<file path="src/rtl/shift_arbiter.sv">
// Two-port arbiter in front of a single 32-bit barrel shifter. Accepts one request
// at a time, shifts the registered operands and returns a tagged result.
module barrelshifter32 (
  input  logic [31:0] i_a,
  input  logic [4:0]  i_b,
  input  logic [1:0]  i_aluc,
  output logic [31:0] o_c
);
  // aluc: 00 SRA, 10 SRL, x1 SLL
  always_comb begin
    o_c = 32'd0;
    if (i_aluc[0])      o_c = i_a << i_b;
    else if (i_aluc[1]) o_c = i_a >> i_b;
    else                o_c = $unsigned($signed(i_a) >>> i_b);
  end
endmodule

module shift_arbiter #(
  parameter bit RR_EN = 1'b1,
  parameter int CNT_W = 16
) (
  input  logic             clk,
  input  logic             rst,
  input  logic             req0_valid,
  output logic             req0_ready,
  input  logic [31:0]      req0_a,
  input  logic [4:0]       req0_b,
  input  logic [1:0]       req0_aluc,
  input  logic             req1_valid,
  output logic             req1_ready,
  input  logic [31:0]      req1_a,
  input  logic [4:0]       req1_b,
  input  logic [1:0]       req1_aluc,
  output logic             res_valid,
  input  logic             res_ready,
  output logic [31:0]      res_data,
  output logic             res_id,
  output logic             busy,
  output logic [CNT_W-1:0] op_count,
  output logic [1:0]       dbg_state
);
  // Handshake: a transfer happens on a rising edge where valid and ready are both high;
  // a producer holds valid and payload steady until that edge.
  localparam logic [1:0] ST_IDLE  = 2'd0;
  localparam logic [1:0] ST_SHIFT = 2'd1;
  localparam logic [1:0] ST_HOLD  = 2'd2;

  logic [1:0]       r_state;
  logic             r_last;
  logic [31:0]      r_a;
  logic [4:0]       r_b;
  logic [1:0]       r_aluc;
  logic             r_id;
  logic             r_res_valid;
  logic [31:0]      r_res_data;
  logic             r_res_id;
  logic [CNT_W-1:0] r_op_count;

  logic             w_idle;
  logic             w_grant;
  logic             w_accept;
  logic [31:0]      w_shift;

  // On a tie, round-robin favours the port not granted last time
  always_comb begin
    w_grant = 1'b0;
    if (req1_valid && !req0_valid)     w_grant = 1'b1;
    else if (req0_valid && req1_valid) w_grant = RR_EN ? ~r_last : 1'b0;
  end

  assign w_idle     = (r_state == ST_IDLE);
  assign req0_ready = w_idle && req0_valid && !w_grant;
  assign req1_ready = w_idle && req1_valid && w_grant;
  assign w_accept   = req0_ready || req1_ready;

  barrelshifter32 u_shifter (
    .i_a    (r_a),
    .i_b    (r_b),
    .i_aluc (r_aluc),
    .o_c    (w_shift)
  );

  always_ff @(posedge clk) begin
    if (rst) begin
      r_state     <= ST_IDLE;
      r_last      <= 1'b1;
      r_a         <= 32'd0;
      r_b         <= 5'd0;
      r_aluc      <= 2'd0;
      r_id        <= 1'b0;
      r_res_valid <= 1'b0;
      r_res_data  <= 32'd0;
      r_res_id    <= 1'b0;
      r_op_count  <= '0;
    end else begin
      case (r_state)
        ST_IDLE: begin
          if (w_accept) begin
            r_a     <= w_grant ? req1_a    : req0_a;
            r_b     <= w_grant ? req1_b    : req0_b;
            r_aluc  <= w_grant ? req1_aluc : req0_aluc;
            r_id    <= w_grant;
            r_last  <= w_grant;
            r_state <= ST_SHIFT;
          end
        end
        ST_SHIFT: begin
          r_res_data  <= w_shift;
          r_res_id    <= r_id;
          r_res_valid <= 1'b1;
          r_state     <= ST_HOLD;
        end
        ST_HOLD: begin
          if (r_res_valid && res_ready) begin
            r_res_valid <= 1'b0;
            r_op_count  <= r_op_count + {{(CNT_W-1){1'b0}}, 1'b1};
            r_state     <= ST_IDLE;
          end
        end
        default: r_state <= ST_IDLE;
      endcase
    end
  end

  assign res_valid = r_res_valid;
  assign res_data  = r_res_data;
  assign res_id    = r_res_id;
  assign busy      = !w_idle;
  assign op_count  = r_op_count;
  assign dbg_state = r_state;
endmodule

</file>
<file path="config.mk">
export PLATFORM = sky130hd
export DESIGN_NAME = shift_arbiter
export DESIGN_NICKNAME = d
export VERILOG_FILES = /design/src/rtl/shift_arbiter.sv
export SDC_FILE = /design/constraint.sdc
export NUM_CORES = 1
export LEC_CHECK = 0
export BUFFER_PORTS_ARGS = -buffer_cell sky130_fd_sc_hd__buf_2
export CAP_MARGIN = 5
export CORE_MARGIN = 2
export CORE_UTILIZATION = 30
export DETAILED_ROUTE_END_ITERATION = 10
export GPL_TIMING_DRIVEN = 0
export PLACE_DENSITY = 0.56
export REMOVE_ABC_BUFFERS = 1
export SETUP_SLACK_MARGIN = 0.02
export SYNTH_ARGS = -nofsm -noshare
export SYNTH_HDL_FRONTEND = slang
export SYNTH_HIERARCHICAL = 1
export SYNTH_SLANG_ARGS = --single-unit
</file>
<file path="constraint.sdc">
create_clock -name clk -period 2.7 [get_ports clk]
set_clock_uncertainty 0.2 [all_clocks]
set_input_delay 0.81 -clock clk [delete_from_list [all_inputs] [get_ports clk]]
set_output_delay 0.81 -clock clk [all_outputs]
set_load 0.02 [all_outputs]
</file>
After elaboration in Yosys (flattened, before gate mapping) --
Index checks and enable logic that the tools add are counted.
Word-level totals: bits of input ports 83, word-level logic and storage cells 48, output and inout bits 55, bits in registers 93
Operators by class: equality and inequality tests 4, reductions and logical operators 17, shift operators 3, muxes and demuxes 12, bitwise operators 1, add/sub/neg operators 1
Operators by type and width (number):
- 2-to-1 mux 32 bit | 3
- << shifter 32 x 5 -> 32 bit | 1
- right shift 32 x 5 -> 32 bit | 1
- >>> shifter 32 x 5 -> 32 bit | 1
- adder 16 x 1 -> 16 bit, second input constant | 1
- AND reduction 2 bit | 4
- logical AND 1 bit | 7
- 2-to-1 mux 2 bit | 3
- case mux 2 bit (3 select lines) | 1
- 2-to-1 mux 5 bit | 1
- logical NOT 1 bit | 3
- 2-to-1 mux 1 bit | 3
- equality test 2 x 1 -> 1 bit, second input constant | 1
- equality test 2 bit, second input constant | 1
- logical NOT 2 bit | 1
- != test 2 x 1 -> 1 bit, second input constant | 1
- != test 2 bit, second input constant | 1
- case mux 1 bit (2 select lines) | 1
- nonzero test 2 bit | 1
- logical OR 1 bit | 1
- inverter 1 bit | 1

Logic depth before layout (Yosys ltp) --
depth after elaboration 8, depth in mapped cells 11, depth with buffers taken out 7

Hierarchy --
Netlist, hierarchy kept.
Modules (own cells, without submodules):
- barrelshifter32 | seq. area each 0.0 sq um, area each 4292.9 sq um, cells an instance 532, times used 1
- shift_arbiter | seq. area each 1861.8 sq um, area each 3812.4 sq um, cells an instance 428, times used 1

Worst setup path after synthesis --
Ideal clock, no wire load.
path type input-to-output, from in req1_valid, to out req0_ready, stages 3, data arrival time 1475 ps, path buffers 1, slack 215 ps, cells stage by stage a21boi_1 > buf_2 > nor2_1
Between the ends: word-level cells in the longest chain between the ends 5, elaborated cells on any way between the ends 6
Ends and longest elaborated chain:
- from (decl) | line 29 | input logic req1_valid,
- logical AND 1 bit | line 68 | else if (req0_valid && req1_valid) w_grant = RR_EN ? ~r_last : 1'b0;
- 2-to-1 mux 1 bit | line 68
- 2-to-1 mux 1 bit (*) | line 67 | if (req1_valid && !req0_valid) w_grant = 1'b1;
- logical NOT 1 bit (*) | line 72 | assign req0_ready = w_idle && req0_valid && !w_grant;
- logical AND 1 bit (*) | line 72
- to (decl) | line 25 | output logic req0_ready,
Mark *: on every way between the ends. The rest lies on a longest branch, timed or not.

Final worst setup path --
from reg r_b[0], to reg r_res_data[2], in the netlist res_data[2]
Between the ends: word-level cells in the longest chain between the ends 3, elaborated cells on any way between the ends 5
Ends and longest elaborated chain:
- from (decl) | line 51 | logic [4:0] r_b;
- from (signal assigned) | line 100 | r_b <= w_grant ? req1_b : req0_b;
- >>> shifter 32 x 5 -> 32 bit or right shift 32 x 5 -> 32 bit (tied branches) | line 14, 13
- 2-to-1 mux 32 bit | line 13 | else if (i_aluc[1]) o_c = i_a >> i_b;
- 2-to-1 mux 32 bit (*) | line 12 | if (i_aluc[0]) o_c = i_a << i_b;
- named net w_shift[2] | line 62 | logic [31:0] w_shift;
- to (signal assigned) | line 108 | r_res_data <= w_shift;
- to (decl) | line 55 | logic [31:0] r_res_data;
The timed path passes the listed nets; every way through them passes the cells marked *. A chain may end at the register's enable or synchronous reset.

==> metrics.cfg <==
[critical_path]
crit_type=reg2reg
startpoint_type=flop
cp-end-kind=flop
cp.arrival_ps=2710
worstPathRequired_ps=2730
crit_path_max_fanout=27

[synthesis]
synth-edff-count=0
synth_flop_cell=dfxtp_1
ys_seq_elements=93
synth_cell_types=77
ys_seq_area_share_pct=22.97
yosysWarnings=6
synth_cells=960
syn_area_sq_mm=0.008105
syn_avg_cell_area_sq_um=8.443
synthArstFlopShare_pct=0

[drt]
viasPerCell=5.797
routed_wl_um=29480
drt-pass1-iter-count=6
wire_per_inst_um=21.04
drc_errors=0
vias=8121
drtIter0Drc=871
final_antenna_net_count=0

[sta]
hold-worst-slack_ps=250.5
slew_headroom_pct=23.51
finalMaxSlewViolations=0
period_minus_slack_ps=2677
rsz0062_at_grt=true
setup_viol=0
worst_pin_slew_ps=1147
fmax_mhz=373.5
period_share_pct=99.16
hold_viol_final=0

[power_and_ir_drop]
p_seq_share_pct=29.6
p_switching_mw=2.560
cellPowerDensity_mw_per_mm2=610.8
total_power_mw=5.917
switching_share_pct=43.27
pwr-share-clk_pct=21.5
pwr-share-comb_pct=48.9
leakagePower_nw=3.795
p_int_mw=3.357
ir_drop_mv=0.3121

[layout]
finalInstanceArea_sq_mm=0.009688
final_common_cell=buf_2
diodes=0
drive_gt1_share_pct=27.45
area_growth_pct=19.53
mostFrequentLayoutCells=buf_2 (136), nand2_1 (132), nor2_1 (109), mux2i_1 (90), dfxtp_1 (86)
stdcell_count=1401
nets=1139

[run]
maxCapViolations=0

[floorplanning]
start_util_pct=30.33
io_pins=138
dieArea_sq_mm=0.02835
die_w_um=168.4
dieHeight_um=168.4
rows=60
core_sq_mm=0.02673

[global_route]
overflow=0
grt_pass1_wl_um=44950
grt_pass1_vias=7446
grt_max_degree=58
grtUsageTotal_pct=20.29
antenna_found_initial=1

[clocking]
cts_inserted_buffers=9
cts_sinks=93
clkTransAtPathRegs_ps=70
cts_hold_buf=0
cts.path.max_buffers=2
cts_root_buf=clkbuf_16
clock_latency_ps=370
cts_tree=yes
htreeDepth=3

[place]
dp_hpwl_um=20810
place_inst=1362
place_area_sq_mm=0.008979
io_buffers=137
gp_congestion=0.9395

[status]
outcome=completed

[hold_path]
min_path_type=reg2reg

==> final cells by class <==
type,count,area (sq um)
multi-input combinational,768,5778
tap,341,426.7
clock inverter,7,63.81
clock buffer,9,225.2
timing repair inverter,1,7.507
inverter,13,83.83
fill,2813,17040
sequential,93,1883
timing repair buffer,169,1220
==> registers in the layout (all words and copies together), names as in the netlist <==
register and flops:
dbg_state 2, res_valid 1, r_a 32, res_id 1
op_count 16, r_aluc 2, res_data 32, r_b 5
r_last 1, r_id 1
==> kinds of logic after synthesis <==
logic type               after synthesis  synth area share (%)
AND/OR/NAND/NOR                      331                 18.60
XOR/XNOR                              11                 1.189
buffers and inverters                 99                 6.622
multiplexers                         175                 29.90
flip-flops                            93                 22.97
adder cells (fa/ha/maj)                1                0.1543
AO/OA/AOI/OAI                        250                 20.56
==> through the flow <==
step	TNS, ps	utilization [%]	worst slack, ps
2_1_floorplan	-138250	-	-2408
4_1_cts	0	35.78	38.78
5_1_grt	-58.73	36.25	-36.99
6_report	0	36.25	22.63
3_3_place_gp	-230030	32.66	-3759
3_5_place_dp	-17680	33.60	-853.6
==> path summary, 6_finish.rpt <==
check	from	end	slack, ps	cells past startpoint
setup / recovery	r_b[0]$_SDFFE_PP0P_	res_data[2]$_SDFFE_PP0P_	20	8
setup reg to reg	r_b[0]$_SDFFE_PP0P_	res_data[2]$_SDFFE_PP0P_	20	8
hold reg to reg	res_data[13]$_SDFFE_PP0P_	res_data[13]$_SDFFE_PP0P_	250	2
hold / removal	res_data[13]$_SDFFE_PP0P_	res_data[13]$_SDFFE_PP0P_	250	2
==> repair_timing <==
action	CTS	global route
buffers inserted	14	5
pin swaps	2	3
setup endpoints to repair	34	25
gates cloned	3	1
gates resized for setup	30	12
==> power groups by stage <==
stage | combinational [mW] | clock, mW | sequential, mW
5_1_grt | 3.08 | 1.38 | 1.78
4_1_cts | 2.74 | 1.32 | 1.78
3_5_place_dp | 2.55 | 0 | 1.84
2_1_floorplan | 1.60 | 0 | 1.88
3_3_place_gp | 2.43 | 0 | 1.96
6_report | 2.89 | 1.27 | 1.75
==> Yosys cell counts, types with 12 or more instances <==
master / n / area share [%]
o21ai_0: 29 / 1.8
mux4_1: 16 / 5.2
o22ai_1: 12 / 0.93
clkbuf_1: 39 / 1.8
buf_2: 27 / 1.7
mux2i_1: 94 / 12
mux4_2: 29 / 8.1
nand3_1: 17 / 1.0
a21oi_1: 74 / 4.6
dfxtp_1: 93 / 23
nor2_1: 110 / 5.1
nor3_1: 13 / 0.80
nand2_1: 134 / 6.2
a211oi_1: 45 / 4.2
o211ai_1: 27 / 2.5
mux2_2: 35 / 4.9
==> layer usage <==
layer,part of all wire [%],GRT usage [%]
met5,0,0
met4,3.7,7.346
met3,7.7,4.349
met2,44,31.15
met1,45,28.05
==> critical path: stages (launching register included) <==
cell      delay (ps)
dfxtp_4          380
buf_16           190
mux4_1           590
mux2i_1          420
o22ai_1          150
nor3_1           260
o221ai_1         160
nand2_1           90
a21oi_1           80
No activity file was read; power rests on OpenSTA's default activity.
